[config.mk]
export PLATFORM = sky130hd
export DESIGN_NAME = gcm_stream_sequencer
export DESIGN_NICKNAME = d
export VERILOG_FILES = /design/src/rtl/gcm_stream_sequencer.sv
export SDC_FILE = /design/constraint.sdc
export NUM_CORES = 1
export LEC_CHECK = 0
export ABC_AREA = 1
export CAP_MARGIN = 40
export CORE_UTILIZATION = 50
export DETAILED_ROUTE_END_ITERATION = 10
export PLACE_DENSITY = 0.81
export REMOVE_ABC_BUFFERS = 1
export SYNTH_ARGS = -nofsm -noshare
export SYNTH_HDL_FRONTEND = slang
export SYNTH_SLANG_ARGS = --single-unit
[constraint.sdc]
create_clock -name iClk -period 15.6 [get_ports iClk]
set_input_delay 3.12 -clock iClk [delete_from_list [all_inputs] [get_ports iClk]]
set_output_delay 3.12 -clock iClk [all_outputs]
set_load 0.02 [all_outputs]
[src/rtl/gcm_stream_sequencer.sv]
// gcm_stream_sequencer: feeds one AES-GCM job from a typed AAD/payload block stream to the GCM core
module gcm_stream_sequencer #(
  parameter int LEN_W = 32
) (
  input  logic         iClk,
  input  logic         iRst,
  input  logic         iStart,
  input  logic [0:127] iData,
  input  logic         iData_valid,
  input  logic         iData_type,
  input  logic [4:0]   iData_bytes,
  input  logic         iData_last,
  output logic         oData_ready,
  output logic         oCoreInit,
  output logic [0:127] oCoreAad,
  output logic         oCoreAad_valid,
  output logic         oCoreAad_last,
  output logic [0:127] oCoreBlock,
  output logic         oCoreBlock_valid,
  output logic         oCoreBlock_last,
  input  logic         iCoreReady,
  input  logic         iCoreResult_valid,
  input  logic         iCoreTag_valid,
  output logic [0:15]  oMask,
  output logic         oBusy,
  output logic         oDone,
  output logic         oErr
);
  typedef enum logic [2:0] {IDLE, START, AAD, DATA, WAIT_RES, LEN, TAG_WAIT, DONE} state_t;
  state_t state_q, state_d;
  logic hk_q, hk_d, hold_q, hold_d, last_q, last_d;
  logic [LEN_W-1:0] aad_cnt_q, aad_cnt_d, pay_cnt_q, pay_cnt_d, aad_sat, pay_sat;
  logic [LEN_W:0] aad_sum, pay_sum;
  logic [0:127] aad_q, aad_d, blk_q, blk_d, pad;
  logic [0:15] mask_q, mask_d, bmask;
  logic aad_v_q, aad_v_d, aad_l_q, aad_l_d, blk_v_q, blk_v_d, blk_l_q, blk_l_d;
  logic init_q, init_d, busy_q, busy_d, done_q, done_d, err_q, err_d;
  logic [4:0] nb;
  logic acc, drop, pay_take;
  assign oData_ready = (state_q == AAD & iCoreReady & !aad_v_q) | state_q == DATA;
  assign acc = iData_valid & oData_ready;
  assign drop = iData_bytes == 5'd0 & !iData_last;
  assign pay_take = acc & !drop & iData_type & nb != 5'd0;
  assign aad_sum = {1'b0, aad_cnt_q} + {{(LEN_W - 4){1'b0}}, nb};
  assign pay_sum = {1'b0, pay_cnt_q} + {{(LEN_W - 4){1'b0}}, nb};
  assign aad_sat = aad_sum[LEN_W] ? '1 : aad_sum[LEN_W-1:0];
  assign pay_sat = pay_sum[LEN_W] ? '1 : pay_sum[LEN_W-1:0];
  assign {oCoreInit, oCoreAad, oCoreAad_valid, oCoreAad_last} = {init_q, aad_q, aad_v_q, aad_l_q};
  assign {oCoreBlock, oCoreBlock_valid, oCoreBlock_last, oMask} = {blk_q, blk_v_q, blk_l_q, mask_q};
  assign {oBusy, oDone, oErr} = {busy_q, done_q, err_q};
  // Clamp the byte count to a full block and zero every byte past it
  always_comb begin
    nb = iData_bytes > 5'd16 ? 5'd16 : iData_bytes;
    for (int i = 0; i < 16; i++) begin
      bmask[i] = 5'(i) < nb;
      pad[8*i +: 8] = bmask[i] ? iData[8*i +: 8] : 8'h00;
    end
  end
  // Job sequencing: strobes fire the cycle after the beat is taken; a payload beat
  // taken in AAD waits one extra cycle so the AAD-last strobe precedes it
  always_comb begin
    state_d = state_q;
    hk_d = hk_q;
    hold_d = 1'b0;
    last_d = last_q;
    aad_cnt_d = aad_cnt_q;
    pay_cnt_d = pay_cnt_q;
    aad_d = aad_q;
    blk_d = blk_q;
    mask_d = mask_q;
    aad_v_d = 1'b0;
    aad_l_d = 1'b0;
    blk_v_d = hold_q;
    blk_l_d = hold_q & last_q;
    err_d = err_q | (acc & (drop | iData_bytes > 5'd16));
    case (state_q)
      IDLE: if (iStart) begin
        state_d = START;
        hk_d = 1'b0;
        aad_cnt_d = '0;
        pay_cnt_d = '0;
        aad_d = '0;
        err_d = 1'b0;
      end
      START: begin
        hk_d = hk_q | iCoreResult_valid;
        if (iCoreReady & hk_d) state_d = AAD;
      end
      AAD: if (acc & !drop) begin
        aad_l_d = iData_type | iData_last;
        if (!iData_type) begin
          aad_v_d = nb != 5'd0;
          if (nb != 5'd0) aad_d = pad;
          aad_cnt_d = aad_sat;
          err_d = err_d | aad_sum[LEN_W];
          if (iData_last) state_d = LEN;
        end else if (nb == 5'd0) begin
          blk_l_d = 1'b1;
          state_d = LEN;
        end else begin
          hold_d = 1'b1;
          state_d = WAIT_RES;
        end
      end
      DATA: if (acc & !drop) begin
        if (!iData_type) begin
          err_d = 1'b1;
          if (iData_last) state_d = LEN;
        end else if (nb == 5'd0) begin
          blk_l_d = 1'b1;
          state_d = LEN;
        end else begin
          blk_v_d = 1'b1;
          blk_l_d = iData_last;
          state_d = WAIT_RES;
        end
      end
      WAIT_RES: if (iCoreResult_valid & !hold_q) state_d = last_q ? LEN : DATA;
      LEN: begin
        aad_d = {64'(aad_cnt_q) << 3, 64'(pay_cnt_q) << 3};
        if (iCoreReady & !aad_v_q) begin
          aad_v_d = 1'b1;
          state_d = TAG_WAIT;
        end
      end
      TAG_WAIT: if (iCoreTag_valid) state_d = DONE;
      DONE: state_d = IDLE;
      default: state_d = IDLE;
    endcase
    if (pay_take) begin
      blk_d = pad;
      mask_d = bmask;
      last_d = iData_last;
      pay_cnt_d = pay_sat;
      err_d = err_d | pay_sum[LEN_W];
    end
    init_d = state_d != IDLE & state_d != DONE;
    busy_d = state_d != IDLE;
    done_d = state_d == DONE;
  end
  // State and registered outputs; reset abandons any job in flight
  always_ff @(posedge iClk or posedge iRst) begin
    if (iRst) begin
      state_q <= IDLE;
      {hk_q, hold_q, last_q, aad_v_q, aad_l_q, blk_v_q, blk_l_q} <= '0;
      {init_q, busy_q, done_q, err_q} <= '0;
      aad_cnt_q <= '0;
      pay_cnt_q <= '0;
      aad_q <= '0;
      blk_q <= '0;
      mask_q <= '1;
    end else begin
      state_q <= state_d;
      {hk_q, hold_q, last_q, aad_v_q, aad_l_q, blk_v_q, blk_l_q} <= {hk_d, hold_d, last_d, aad_v_d, aad_l_d, blk_v_d, blk_l_d};
      {init_q, busy_q, done_q, err_q} <= {init_d, busy_d, done_d, err_d};
      aad_cnt_q <= aad_cnt_d;
      pay_cnt_q <= pay_cnt_d;
      aad_q <= aad_d;
      blk_q <= blk_d;
      mask_q <= mask_d;
    end
  end
endmodule

==> impl_metrics.py <==
metrics = {
    "place": {
        "place.detailed.instances": 3094,
        "placedInstanceArea_um2": 21810,
        "dp_hpwl_um": 38660,
        "finalWeightedCongestion": 0.9499,
        "numPortBuffers": 422,
    },
    "critical_path": {
        "cp_num_buf_inv": 2,
        "worst_r2r_startpoint": "state_q[1]",
        "critPathSlowestCell": "sky130_fd_sc_hd__clkdlybuf4s50_1",
        "timing.critical_path.mode_cell": "sky130_fd_sc_hd__clkdlybuf4s50_1",
        "worst_setup_path_startpoint": "iCoreReady",
        "r2r_slack_ps": 11790,
        "critical_path.startpoint_type": "primary input",
        "worstSetupPathDepth": 4,
        "end_kind": "output pin",
        "ff2ff_path_depth": 11,
        "cp_top_family": "buffers and inverters",
        "required_time_at_the_endpoint_of_the_critical_path_ps": 12480,
        "highest_net_fanout_along_the_worst_path": 3,
        "path_cells": "clkdlybuf4s50_1, nand2_1, a21oi_1, clkdlybuf4s50_1",
        "r2r_end": "oCoreAad[99]",
        "critical-path-max-stage-delay_ps": 670,
        "worst-setup-path-type": "in -> out",
        "timing.critical_path.arrival_ps": 4550,
        "cp-endpoint": "oData_ready",
    },
    "yosys": {
        "synth_top_area_share": 0.4835,
        "synth_fa_ha_area_frac": 0.009555,
        "syn_avg_cell_area_um2": 7.483,
        "sequential_element_share_of_the_synthesized_area": 0.5079,
        "syn-cell-area_um2": 17290,
        "cell_taking_the_most_area_after_synthesis": "sky130_fd_sc_hd__dfrtp_1",
        "synthDistinctLibCells": 37,
        "synth_compound_gate_area_share": 0.09157,
        "synth_simple_gate_area_frac": 0.3138,
        "yosys-mux-area-fraction": 0,
        "postSynthCellCount": 2310,
        "yosys_register_bits": 350,
        "synth_top_family_by_area": "simple AND/OR/NAND/NOR gates",
        "yosysWarnings": 0,
        "netlist_top_cells_area": "sky130_fd_sc_hd__dfrtp_1 48%, sky130_fd_sc_hd__nand2_1 21%, sky130_fd_sc_hd__nand3_1 4.3%",
        "synth_xor_area_frac": 0.006080,
    },
    "cts": {
        "clkSlewWorstSetupHoldPaths_ps": 60,
        "post_cts_setup_buffer_count": 0,
        "number_of_gates_resized_after_cts": 0,
        "cts_tree": "built",
        "clock_tree.htree_level_count": 2,
        "clk-insertion-delay-late_ps": 530,
        "tritoncts.num_buffers": 38,
        "cts_root_buf": "sky130_fd_sc_hd__clkbuf_16",
        "holdBufCountCts": 0,
        "ctsLongestPathBuffers": 3,
        "cts_num_sinks": 350,
    },
    "routing": {
        "routedWlPerCell_um": 17.38,
        "dr.first_iter.drc_count": 1198,
        "drt_drc_violations_left": 0,
        "route.antenna.remaining_nets": 0,
        "dr.pass1.iters": 8,
        "dr_total_vias": 17010,
        "post_drt_via_cell_ratio": 5.374,
        "routed_wl_um": 55000,
    },
    "floorplanning": {
        "die-height_um": 187.9,
        "rows": 67,
        "die_width_um": 187.9,
        "io_pins": 423,
        "design.core.area_um2": 33780,
        "die_area_um2": 35320,
        "start_util": 0.5116,
    },
    "worst_hold_path": {
        "min_path_type": "reg -> reg",
    },
    "sta": {
        "grt_setup_unrepaired": "false",
        "tns_ps": 0,
        "hold_violations": 0,
        "timing.final.crit_share": 0.4919,
        "finClkSkew_ps": 13.28,
        "report.final.slew_viol_count": 0,
        "report.final.setup_viol": 0,
        "worst_slew_pin_slew_ps": 1052,
        "final.hold.worst_slack_ps": 470.2,
        "worst_max_slew_margin_expressed_relative_to_the_limit": 0.2986,
        "fin_crit_ps": 7673,
        "max_freq_mhz": 130.3,
    },
    "power_and_ir_drop": {
        "clock_power_share": 0.217,
        "power.leakage_uw": 0.01096,
        "intPower_uw": 2550,
        "power.share.combinational": 0.446,
        "p_per_area_nw_per_um2": 183.5,
        "ir_worst_vdd_mv": 0.1137,
        "power.share.sequential": 0.337,
        "power.switching_fraction": 0.3982,
        "netSwitchingPower_uw": 1687,
    },
    "run_status": {
        "run_status": "completed",
    },
    "finish": {
        "area_growth_syn_to_layout_pct": 33.62,
        "layout_cell_share_with_drive_strength_beyond_1": 0.04532,
        "final_cells": 3165,
        "n_fill_cell": 2781,
        "final_net_count": 2840,
        "finalCoreUtilization": 0.6836,
        "postLayoutCellArea_um2": 23100,
    },
    "run": {
        "max_cap_violations": 0,
    },
    "global_route": {
        "grt_pass1_wl_um": 87500,
        "grt_start_max_net_pins": 173,
        "grt_antenna_before_repair": 4,
        "grt_overflow": 0,
        "grt_util_all_layers": 0.3116,
        "grt_pass1_vias": 16380,
    },
}
[through the flow]
stage | power (uW) | setup WS, ps
3_3_place_gp | 3256 | 7921
2_1_floorplan | 2373 | 2800
5_1_grt | 4457 | 7879
4_1_cts | 4254 | 7927
3_5_place_dp | 3319 | 7924
6_report | 4238 | 7927
[how the worst min path moves through the flow]
stage                     startpoint               end  slack [ps]  cells past startpoint
after global routing        oMask[6]          oMask[6]         490                      2
after global placement      oMask[6]          oMask[6]         460                      2
after detailed placement    oMask[6]          oMask[6]         460                      2
after CTS                   oMask[6]          oMask[6]         470                      2
final                       oMask[6]          oMask[6]         470                      2
after floorplan               hold_q  oCoreBlock_valid         470                      1
[sequential cells by signal, indices dropped and copies added, names as in the netlist, 3 cells and up]
name / count
oMask: 16
aad_cnt_q: 32
oCoreBlock: 128
state_q: 3
oCoreAad: 128
pay_cnt_q: 32
[layer usage]
metal | global-route usage | part of all wire
met1 | 0.4056 | 0.41
met2 | 0.5014 | 0.46
met3 | 0.05783 | 0.075
met4 | 0.1529 | 0.048
met5 | 0 | 0.00024
[worst min-delay path, delay by kind of cell, from the launching register on]
family	cells	cell delay, ps
and+or+nand+nor	2	110
DFF	1	370
[cell families (layout without fill, tap and decap cells)]
family | Yosys count | after routing
simple gates | 1352 | 1352
flops | 350 | 350
compound gates | 303 | 303
buf+inv | 281 | 685
fa+ha+maj | 12 | 12
xor+xnor | 12 | 12
other cells | 0 | 3
[cells in the mapped netlist (all sizes together)]
library cell / count
xnor2: 3
o21ai: 235
buf: 76
dfrtp: 334
nand3: 149
ha: 10
nand2: 967
o22ai: 8
nand4: 25
clkbuf: 28
a21oi: 47
inv: 176
dfstp: 16
nand3b: 4
o21bai: 1
xor2: 9
a31oi: 5
clkinv: 1
nor3: 18
fa: 2
or2: 3
o211ai: 7
nor2: 186
[power by group through the flow]
| stage | registers (uW) | clock network [uW] | logic (uW) |
|---|---|---|---|
| 4_1_cts | 1420 | 933 | 1900 |
| 5_1_grt | 1460 | 967 | 2030 |
| 3_5_place_dp | 1430 | 0 | 1890 |
| 6_report | 1430 | 920 | 1890 |
| 3_3_place_gp | 1420 | 0 | 1840 |
| 2_1_floorplan | 1800 | 0 | 574 |
[layout make-up]
cell class | instances | area, um^2 | share of cell area
sequential | 350 | 8778 | 0.3801
multi-input combinational | 1679 | 7295 | 0.3158
timing repair buffer | 440 | 4499 | 0.1948
clock buffer | 58 | 1137 | 0.04924
inverter | 177 | 680.7 | 0.02947
tap | 448 | 560.5 | 0.02427
clock inverter | 10 | 137.6 | 0.005959
antenna | 3 | 7.507 | 0.0003250
[cell usage in the layout (no fill, tap or decap), types with 5 or more instances in the layout]
cell type,n
sky130_fd_sc_hd__a21oi_1,46
sky130_fd_sc_hd__clkbuf_8,9
sky130_fd_sc_hd__nor3_1,18
sky130_fd_sc_hd__nor2_1,180
sky130_fd_sc_hd__dfstp_2,16
sky130_fd_sc_hd__o21ai_0,121
sky130_fd_sc_hd__nand4_1,25
sky130_fd_sc_hd__buf_16,5
sky130_fd_sc_hd__clkbuf_1,10
sky130_fd_sc_hd__o21ai_1,109
sky130_fd_sc_hd__inv_1,163
sky130_fd_sc_hd__clkbuf_16,39
sky130_fd_sc_hd__o22ai_1,8
sky130_fd_sc_hd__o211ai_1,7
sky130_fd_sc_hd__xor2_1,9
sky130_fd_sc_hd__ha_1,10
sky130_fd_sc_hd__dfrtp_1,334
sky130_fd_sc_hd__buf_4,9
sky130_fd_sc_hd__nand3_1,147
sky130_fd_sc_hd__inv_2,8
sky130_fd_sc_hd__clkdlybuf4s50_1,422
sky130_fd_sc_hd__nand2_1,963
sky130_fd_sc_hd__a31oi_1,5
Power figures use the tool's default switching activity.
